`src/rtl/had_jtag2_ctrl_if.sv`:
```
// -----------------------------------------------------------------------------
// had_jtag2_ctrl_if
// Parallel register-access bus between the two-wire HAD protocol engine and
// the HAD register bank.
//   ir      : captured register address (engine -> bank)
//   wr_vld  : one-cycle write strobe (engine -> bank)
//   wr_data : write data, valid with wr_vld and held afterwards (engine -> bank)
//   rd_req  : one-cycle read request (engine -> bank)
//   rd_data : read data (bank -> engine)
// master = protocol engine, slave = register bank.
// -----------------------------------------------------------------------------
interface had_jtag2_ctrl_if #(
  parameter int IR_W   = 8,
  parameter int DATA_W = 32
);
  logic [IR_W-1:0]   ir;
  logic              wr_vld;
  logic [DATA_W-1:0] wr_data;
  logic              rd_req;
  logic [DATA_W-1:0] rd_data;

  modport master (output ir, wr_vld, wr_data, rd_req, input rd_data);
  modport slave  (input ir, wr_vld, wr_data, rd_req, output rd_data);
endinterface

```
`src/rtl/had_jtag2_ctrl.sv`:
```
// -----------------------------------------------------------------------------
// had_jtag2_ctrl
// Two-wire (TMS/TCLK) serial protocol engine for the HAD debug port. Decodes
// host frames (start, RW, IR, IR parity, turnaround, data, data parity) into
// register accesses on the bus interface and drives the TMS return path.
// Ports:
//   tclk, trst_b : clock (posedge) and asynchronous active-low reset
//   tap_on       : port enable; low forces IDLE and aborts any frame
//   tms_i        : TMS from pad stage
//   tms_o/tms_oe : registered TMS drive value / enable to pad stage
//   bus          : register-bank access interface (master side)
//   par_err      : sticky parity-error flag, err_clr clears it (set wins)
// -----------------------------------------------------------------------------
module had_jtag2_ctrl #(
  parameter int IR_W   = 8,
  parameter int DATA_W = 32
) (
  input  logic              tclk,
  input  logic              trst_b,
  input  logic              tap_on,
  input  logic              tms_i,
  output logic              tms_o,
  output logic              tms_oe,
  had_jtag2_ctrl_if.master  bus,
  output logic              par_err,
  input  logic              err_clr
);

  localparam int CNT_W = $clog2(DATA_W);
  localparam logic [CNT_W-1:0] IR_LAST   = CNT_W'(IR_W - 1);
  localparam logic [CNT_W-1:0] DATA_LAST = CNT_W'(DATA_W - 1);

  typedef enum logic [3:0] {
    S_IDLE, S_RW, S_IR, S_IR_PAR, S_TRN1,
    S_WR_DATA, S_WR_PAR, S_TRN2, S_SYNC, S_TRN3,
    S_RD_DATA, S_RD_PAR, S_TRN4
  } state_t;

  state_t            state, state_nxt;
  logic [DATA_W-1:0] shreg, shreg_nxt;
  logic [CNT_W-1:0]  cnt, cnt_nxt;
  logic              par_acc, par_acc_nxt;   // xor of bits received in current parity group
  logic              rw, rw_nxt;
  logic              ir_bad, ir_bad_nxt;
  logic              wr_ok, wr_ok_nxt;       // last write accepted, reported in SYNC
  logic              rd_par, rd_par_nxt;     // odd-parity bit for the word being read out
  logic [IR_W-1:0]   ir_q, ir_nxt;
  logic [DATA_W-1:0] wr_data_q, wr_data_nxt;
  logic              wr_vld_q, wr_vld_nxt;
  logic              rd_req_q, rd_req_nxt;
  logic              tms_o_nxt, tms_oe_nxt;
  logic              set_err;
  logic [DATA_W-1:0] rd_load;

  assign bus.ir      = ir_q;
  assign bus.wr_data = wr_data_q;
  assign bus.wr_vld  = wr_vld_q;
  assign bus.rd_req  = rd_req_q;

  // A bad IR address returns zeros instead of bank data.
  assign rd_load = ir_bad ? '0 : bus.rd_data;

  // Outputs are computed for the state being entered, so they are registered
  // and valid for the whole cycle of that state.
  always_comb begin
    // NOTE: every signal gets a default before the case so no path infers a latch.
    state_nxt   = state;
    shreg_nxt   = shreg;
    cnt_nxt     = cnt;
    par_acc_nxt = par_acc;
    rw_nxt      = rw;
    ir_bad_nxt  = ir_bad;
    wr_ok_nxt   = wr_ok;
    rd_par_nxt  = rd_par;
    ir_nxt      = ir_q;
    wr_data_nxt = wr_data_q;
    wr_vld_nxt  = 1'b0;
    rd_req_nxt  = 1'b0;
    tms_o_nxt   = 1'b0;
    tms_oe_nxt  = 1'b0;
    set_err     = 1'b0;

    unique case (state)
      S_IDLE: if (!tms_i) state_nxt = S_RW;
      S_RW: begin
        rw_nxt      = tms_i;
        par_acc_nxt = tms_i;
        cnt_nxt     = '0;
        state_nxt   = S_IR;
      end
      S_IR: begin
        // LSB first: shift in at the top; the IR ends up in the upper IR_W bits.
        shreg_nxt   = {tms_i, shreg[DATA_W-1:1]};
        par_acc_nxt = par_acc ^ tms_i;
        cnt_nxt     = cnt + CNT_W'(1);
        if (cnt == IR_LAST) state_nxt = S_IR_PAR;
      end
      S_IR_PAR: begin
        ir_nxt     = shreg[DATA_W-1 -: IR_W];
        ir_bad_nxt = ~(par_acc ^ tms_i);
        set_err    = ~(par_acc ^ tms_i);
        rd_req_nxt = rw;
        state_nxt  = S_TRN1;
      end
      S_TRN1: begin
        cnt_nxt = '0;
        if (rw) begin
          shreg_nxt  = rd_load;
          rd_par_nxt = ~^rd_load;
          tms_oe_nxt = 1'b1;
          tms_o_nxt  = rd_load[0];
          state_nxt  = S_RD_DATA;
        end else begin
          par_acc_nxt = 1'b0;
          state_nxt   = S_WR_DATA;
        end
      end
      S_WR_DATA: begin
        shreg_nxt   = {tms_i, shreg[DATA_W-1:1]};
        par_acc_nxt = par_acc ^ tms_i;
        cnt_nxt     = cnt + CNT_W'(1);
        if (cnt == DATA_LAST) state_nxt = S_WR_PAR;
      end
      S_WR_PAR: begin
        set_err   = ~(par_acc ^ tms_i);
        wr_ok_nxt = ~ir_bad & (par_acc ^ tms_i);
        if (~ir_bad & (par_acc ^ tms_i)) begin
          wr_vld_nxt  = 1'b1;
          wr_data_nxt = shreg;
        end
        state_nxt = S_TRN2;
      end
      S_TRN2: begin
        tms_oe_nxt = 1'b1;
        tms_o_nxt  = wr_ok;
        state_nxt  = S_SYNC;
      end
      S_SYNC:  state_nxt = S_TRN3;
      S_TRN3:  state_nxt = S_IDLE;
      S_RD_DATA: begin
        shreg_nxt  = shreg >> 1;
        cnt_nxt    = cnt + CNT_W'(1);
        tms_oe_nxt = 1'b1;
        if (cnt == DATA_LAST) begin
          tms_o_nxt = rd_par;
          state_nxt = S_RD_PAR;
        end else begin
          tms_o_nxt = shreg[1];
        end
      end
      S_RD_PAR: state_nxt = S_TRN4;
      S_TRN4:   state_nxt = S_IDLE;
      default:  state_nxt = S_IDLE;
    endcase

    // Port disabled: abort the frame silently, keep ir and par_err.
    if (!tap_on) begin
      state_nxt   = S_IDLE;
      tms_oe_nxt  = 1'b0;
      tms_o_nxt   = 1'b0;
      wr_vld_nxt  = 1'b0;
      rd_req_nxt  = 1'b0;
      set_err     = 1'b0;
      ir_nxt      = ir_q;
      wr_data_nxt = wr_data_q;
    end
  end

  // NOTE: sequential state uses non-blocking assignments so every register samples pre-edge values.
  always_ff @(posedge tclk or negedge trst_b) begin
    if (!trst_b) begin
      state     <= S_IDLE;
      shreg     <= '0;
      cnt       <= '0;
      par_acc   <= 1'b0;
      rw        <= 1'b0;
      ir_bad    <= 1'b0;
      wr_ok     <= 1'b0;
      rd_par    <= 1'b0;
      ir_q      <= '0;
      wr_data_q <= '0;
      wr_vld_q  <= 1'b0;
      rd_req_q  <= 1'b0;
      tms_o     <= 1'b0;
      tms_oe    <= 1'b0;
      par_err   <= 1'b0;
    end else begin
      state     <= state_nxt;
      shreg     <= shreg_nxt;
      cnt       <= cnt_nxt;
      par_acc   <= par_acc_nxt;
      rw        <= rw_nxt;
      ir_bad    <= ir_bad_nxt;
      wr_ok     <= wr_ok_nxt;
      rd_par    <= rd_par_nxt;
      ir_q      <= ir_nxt;
      wr_data_q <= wr_data_nxt;
      wr_vld_q  <= wr_vld_nxt;
      rd_req_q  <= rd_req_nxt;
      tms_o     <= tms_o_nxt;
      tms_oe    <= tms_oe_nxt;
      // A parity error on the same edge as err_clr wins.
      par_err   <= set_err | (par_err & ~err_clr);
    end
  end

endmodule

```
`src/flat_wrapper.sv`:
```
// flat-port wrapper written by rule: the top's interface ports become plain ports
module had_jtag2_ctrl_flat 
#(
  parameter int IR_W   = 8,
  parameter int DATA_W = 32
)
  (tclk, trst_b, tap_on, tms_i, tms_o, tms_oe, par_err, err_clr, bus_ir, bus_wr_vld, bus_wr_data, bus_rd_req, bus_rd_data);
  had_jtag2_ctrl_if #(.IR_W(IR_W), .DATA_W(DATA_W)) bus_i ();
  input  logic tclk;
  input  logic trst_b;
  input  logic tap_on;
  input  logic tms_i;
  output logic tms_o;
  output logic tms_oe;
  output logic par_err;
  input  logic err_clr;
  output wire logic [$bits(bus_i.ir)-1:0] bus_ir;
  output wire logic [$bits(bus_i.wr_vld)-1:0] bus_wr_vld;
  output wire logic [$bits(bus_i.wr_data)-1:0] bus_wr_data;
  output wire logic [$bits(bus_i.rd_req)-1:0] bus_rd_req;
  input wire logic [$bits(bus_i.rd_data)-1:0] bus_rd_data;
  assign bus_ir = bus_i.ir;
  assign bus_wr_vld = bus_i.wr_vld;
  assign bus_wr_data = bus_i.wr_data;
  assign bus_rd_req = bus_i.rd_req;
  assign bus_i.rd_data = bus_rd_data;
  had_jtag2_ctrl #(.IR_W(IR_W), .DATA_W(DATA_W)) u_core (.tclk(tclk), .trst_b(trst_b), .tap_on(tap_on), .tms_i(tms_i), .tms_o(tms_o), .tms_oe(tms_oe), .bus(bus_i), .par_err(par_err), .err_clr(err_clr));
endmodule
```
`config.mk`:
```
export PLATFORM = sky130hd
export DESIGN_NAME = had_jtag2_ctrl_flat
export DESIGN_NICKNAME = d
export VERILOG_FILES = /design/src/rtl/had_jtag2_ctrl_if.sv /design/src/rtl/had_jtag2_ctrl.sv /design/src/flat_wrapper.sv
export SDC_FILE = /design/constraint.sdc
export NUM_CORES = 1
export LEC_CHECK = 0
export CELL_PAD_IN_SITES_DETAIL_PLACEMENT = 0
export CELL_PAD_IN_SITES_GLOBAL_PLACEMENT = 1
export CORE_UTILIZATION = 41
export CTS_CLUSTER_SIZE = 10
export DETAILED_ROUTE_END_ITERATION = 12
export HOLD_SLACK_MARGIN = 0.05
export PLACE_DENSITY = 0.82
export SETUP_SLACK_MARGIN = 0.1
export SYNTH_ARGS = -nofsm -noshare
export SYNTH_HDL_FRONTEND = slang
export SYNTH_SLANG_ARGS = --single-unit
export TNS_END_PERCENT = 5
```
`constraint.sdc`:
```
create_clock -name tclk -period 2.1 [get_ports tclk]
set_input_delay 0.525 -clock tclk [delete_from_list [all_inputs] [get_ports tclk]]
set_output_delay 0.525 -clock tclk [all_outputs]
set_load 0.02 [all_outputs]
```
==> impl_metrics.json, run 1 <==
{
  "final_cell_count_no_fill": 678,
  "internal-power_mw": 5.38,
  "hp-class": "in -> async",
  "cap_violations": 0,
  "route.detailed.vias_per_inst": 5.32,
  "dp_cells": 662,
  "clock_tree_from_tritoncts": "built",
  "synth_nets": 482,
  "power.ir.vdd_worst_v": 0.000594,
  "seqPwrFrac": 0.350,
  "place_congestion": 0.878,
  "cts.htree.levels": 3,
  "crit_path_max_fanout": 2,
  "antennaDiodeCount": 0,
  "worstSetupStartpointType": "register",
  "worst_clock_skew_ns": 0.00705,
  "cpPeakStageDelay_ns": 0.61,
  "yosysSeqAreaShare": 0.492,
  "dpl.hpwl_um": 7550,
  "die_x_um": 108,
  "power_density_nw_per_um2": 1500,
  "final_hold_viol_count": 0,
  "port-buffer-count": 81,
  "grt.overflow.total": 0,
  "worst_ep_required_time_ns": 1.57,
  "synth-main-ff-cell": "dfrtp_1",
  "worst-r2r-setup-slack_ns": 0.27,
  "status": "finished, final reports clean",
  "starting_density_of_the_core": 0.423,
  "die_ar_um2": 11700,
  "die-height_um": 108,
  "clkLatencyLatePin_ns": 0.34,
  "antenna_found_initial": 0,
  "mapped_area_um2": 4630,
  "power.net_switching_mw": 3.58,
  "syn_inst_count": 443,
  "r2r-end": "u_core.shreg[27]",
  "ioPinCount": 82,
  "utilization": 0.548,
  "cts.sinks": 91,
  "min_period_ns": 1.86,
  "worstSetupStartpoint": "u_core.bus.wr_data[14]",
  "synth.avg_cell_area_um2": 10.4,
  "clockPowerShare": 0.172,
  "firstDrtPassIters": 5,
  "p_total_mw": 8.97,
  "core-area_um2": 10900,
  "worst_ep_arrival_time_ns": 1.33,
  "layout-drive-gt1-share": 0.191,
  "grt_max_degree": 39,
  "fin_setup_tns_ns": 0,
  "cp_top_family": "buffers and inverters",
  "cp-end-kind": "output port",
  "globalRouteTotalUtil": 0.200,
  "detailed_route_via_count": 3610,
  "remaining_drc_errors": 0,
  "finalWorstSetupSlack_ns": 0.245,
  "layout.filler_cells": 982,
  "slew_violations": 0,
  "period_share": 0.884,
  "postSynth.asyncResetShare": 1.00,
  "yosysUniqueCellTypes": 47,
  "worst_slew_margin_rel": 0.697,
  "clock_tree.buffer_depth": 2,
  "yosysWarnings": 0,
  "cp_slowest_cell": "clkdlybuf4s50_1",
  "rr_worst_depth": 7,
  "route.final.wire_length_um": 10700,
  "finalSetupViolations": 0,
  "grt_pass1_vias": 3610,
  "fmax_ghz": 0.539,
  "crit_type": "reg -> out",
  "buffering_stage_count_on_the_worst_path_with_inverters_included": 1,
  "remaining_antenna_violation_count_after_routing": 0,
  "worst-slew-pin-transition_ns": 0.455,
  "floorplan.rows": 38,
  "p_leak_nw": 2.53,
  "area_overhead_vs_synth_pct": 29.5,
  "synth_enable_flop_cells": 0,
  "dp_slack_ns": -0.107,
  "tritoncts.num_buffers": 9,
  "first_iter_violations": 148,
  "timing.rr.start": "u_core.state[2]",
  "synth-seq-cells": 91,
  "grt_pass1_wl_um": 18200,
  "comb_power_share": 0.478,
  "clockRootBuffer": "clkbuf_16",
  "detail_route.wl_per_cell_um": 15.8,
  "fin_nets": 572,
  "clkTransAtPathRegs_ns": 0.07,
  "p_sw_frac": 0.399,
  "timing.critical_path.cells": "clkdlybuf4s50_1",
  "grt_setup_unrepaired": "no"
}
through the flow:
stage          area [um2]  hold WS [ns]
6_report             5990         0.135
4_1_cts              5990         0.144
3_5_place_dp         5710         0.494
5_1_grt              5990         0.162
3_3_place_gp         5710         0.482
2_1_floorplan        4630         0.229
power groups by stage:
stage               registers (mW)  clock network [mW]  logic [mW]
floorplan                     3.40                   0        2.46
global placement              3.14                   0        4.21
detailed placement            3.16                   0        4.28
CTS                           3.14                1.57        4.32
global route                  3.26                1.63        4.73
finish                        3.13                1.54        4.29
layout make-up:
| class | instances | area, um2 | area share |
|---|---|---|---|
| Timing Repair Buffer | 111 | 1110 | 0.185 |
| Tap cell | 140 | 175 | 0.0292 |
| Multi-Input combinational cell | 312 | 2110 | 0.353 |
| Clock inverter | 7 | 57.6 | 0.00961 |
| Clock buffer | 9 | 225 | 0.0376 |
| Inverter | 8 | 30.0 | 0.00501 |
| Sequential cell | 91 | 2280 | 0.380 |
how the worst max path moves through the flow:
stage / endpoint / slack (ns) / depth (start not counted)
final: bus_wr_data[14] / 0.24 / 1
after global routing: u_core.state[1] / 0.11 / 9
after CTS: bus_wr_data[14] / 0.24 / 1
after detailed placement: u_core.rd_par / -0.11 / 7
after global placement: u_core.rd_par / -0.13 / 7
after floorplan: u_core.shreg[14] / 0.32 / 10
layer usage:
| metal | vias to the layer above | track usage | routed length (um) | part of all wire |
|---|---|---|---|---|
| met1 | 1758 | 0.283 | 4940 | 0.46 |
| met5 | - | 0 | 0 | 0 |
| met3 | 14 | 0.0428 | 628 | 0.059 |
| met2 | 108 | 0.308 | 4960 | 0.46 |
| li1 | 1730 | - | - | - |
| met4 | 0 | 0.0538 | 157 | 0.015 |
timing repair:
action,in CTS,in global routing
setup buffers,0,0
resized for setup,0,1
endpoints found under the hold margin,0,0
hold buffers,0,0
setup endpoints to repair,0,1
layout by cell type, fill, tap and decap left out, types with 8 or more instances in the layout:
cell type,synthesis,final
o21ai_0,13,13
buf_4,1,25
nor3b_1,32,32
mux2_2,41,41
clkbuf_16,0,9
dfrtp_1,91,90
a21oi_1,68,68
a21oi_2,8,8
nand2_1,17,17
nor2_1,47,47
clkdlybuf4s50_1,0,80
xnor2_1,30,30
cell usage after synthesis, types with 2 or more instances:
library cell  instances  area [um2]
mux2i_1               3        30.0
dfrtp_1              91        2280
o22ai_1               2        12.5
nor3_1                5        25.0
nor3b_1              32         240
a32oi_1               3        26.3
nor2_1               47         176
buf_2                 9        45.0
buf_6                 9         101
xor2_1                3        26.3
a21oi_1              68         340
nand3_1               7        35.0
mux2_2               41         462
nand2_1              17        63.8
and3_1                2        12.5
o21ai_0              13        65.1
o211ai_1              3        22.5
o21ai_2               2        17.5
a21oi_2               8        70.1
a31oi_1               3        18.8
clkbuf_1             10        37.5
inv_1                 7        26.3
buf_1                 2        7.51
o221ai_1              3        26.3
ha_1                  2        25.0
xnor2_1              30         263
state kept, by name (all words and copies together), names as in the netlist:
register,count
u_core.state,4
u_core.rw,1
u_core.ir_bad,1
u_core.bus.ir,8
u_core.bus.wr_data,32
u_core.par_acc,1
u_core.shreg,32
u_core.rd_par,1
u_core.tms_oe,1
u_core.bus.rd_req,1
u_core.cnt,5
u_core.wr_ok,1
u_core.par_err,1
u_core.bus.wr_vld,1
u_core.tms_o,1
worst reg2reg max path: stages (launching register included):
cell	delay, ns
dfrtp_1	0.44
or2_1	0.24
or2_4	0.27
o21ai_4	0.15
buf_12	0.26
nor3b_1	0.11
a21oi_1	0.15
a21oi_1	0.08
logic make-up after synthesis:
group | synth area share
AO/OA/AOI/OAI | 0.148
flip-flops | 0.492
adder cells (fa/ha/maj) | 0.00541
XOR/XNOR | 0.0625
multiplexers | 0.106
buffers and inverters | 0.0538
AND/OR/NAND/NOR | 0.132
No activity file was read; power rests on OpenSTA's default activity.
==> inputs of run 2 (changes only) <==
--- a/config.mk
+++ b/config.mk
@@ -8,6 +8,7 @@
 export CELL_PAD_IN_SITES_DETAIL_PLACEMENT = 0
 export CELL_PAD_IN_SITES_GLOBAL_PLACEMENT = 1
 export CORE_UTILIZATION = 41
+export CTS_CLUSTER_DIAMETER = 200
 export CTS_CLUSTER_SIZE = 10
 export DETAILED_ROUTE_END_ITERATION = 12
 export HOLD_SLACK_MARGIN = 0.05
==> results of run 2 <==
No change in the layout: final DEF, timing and power equal those of run 1.
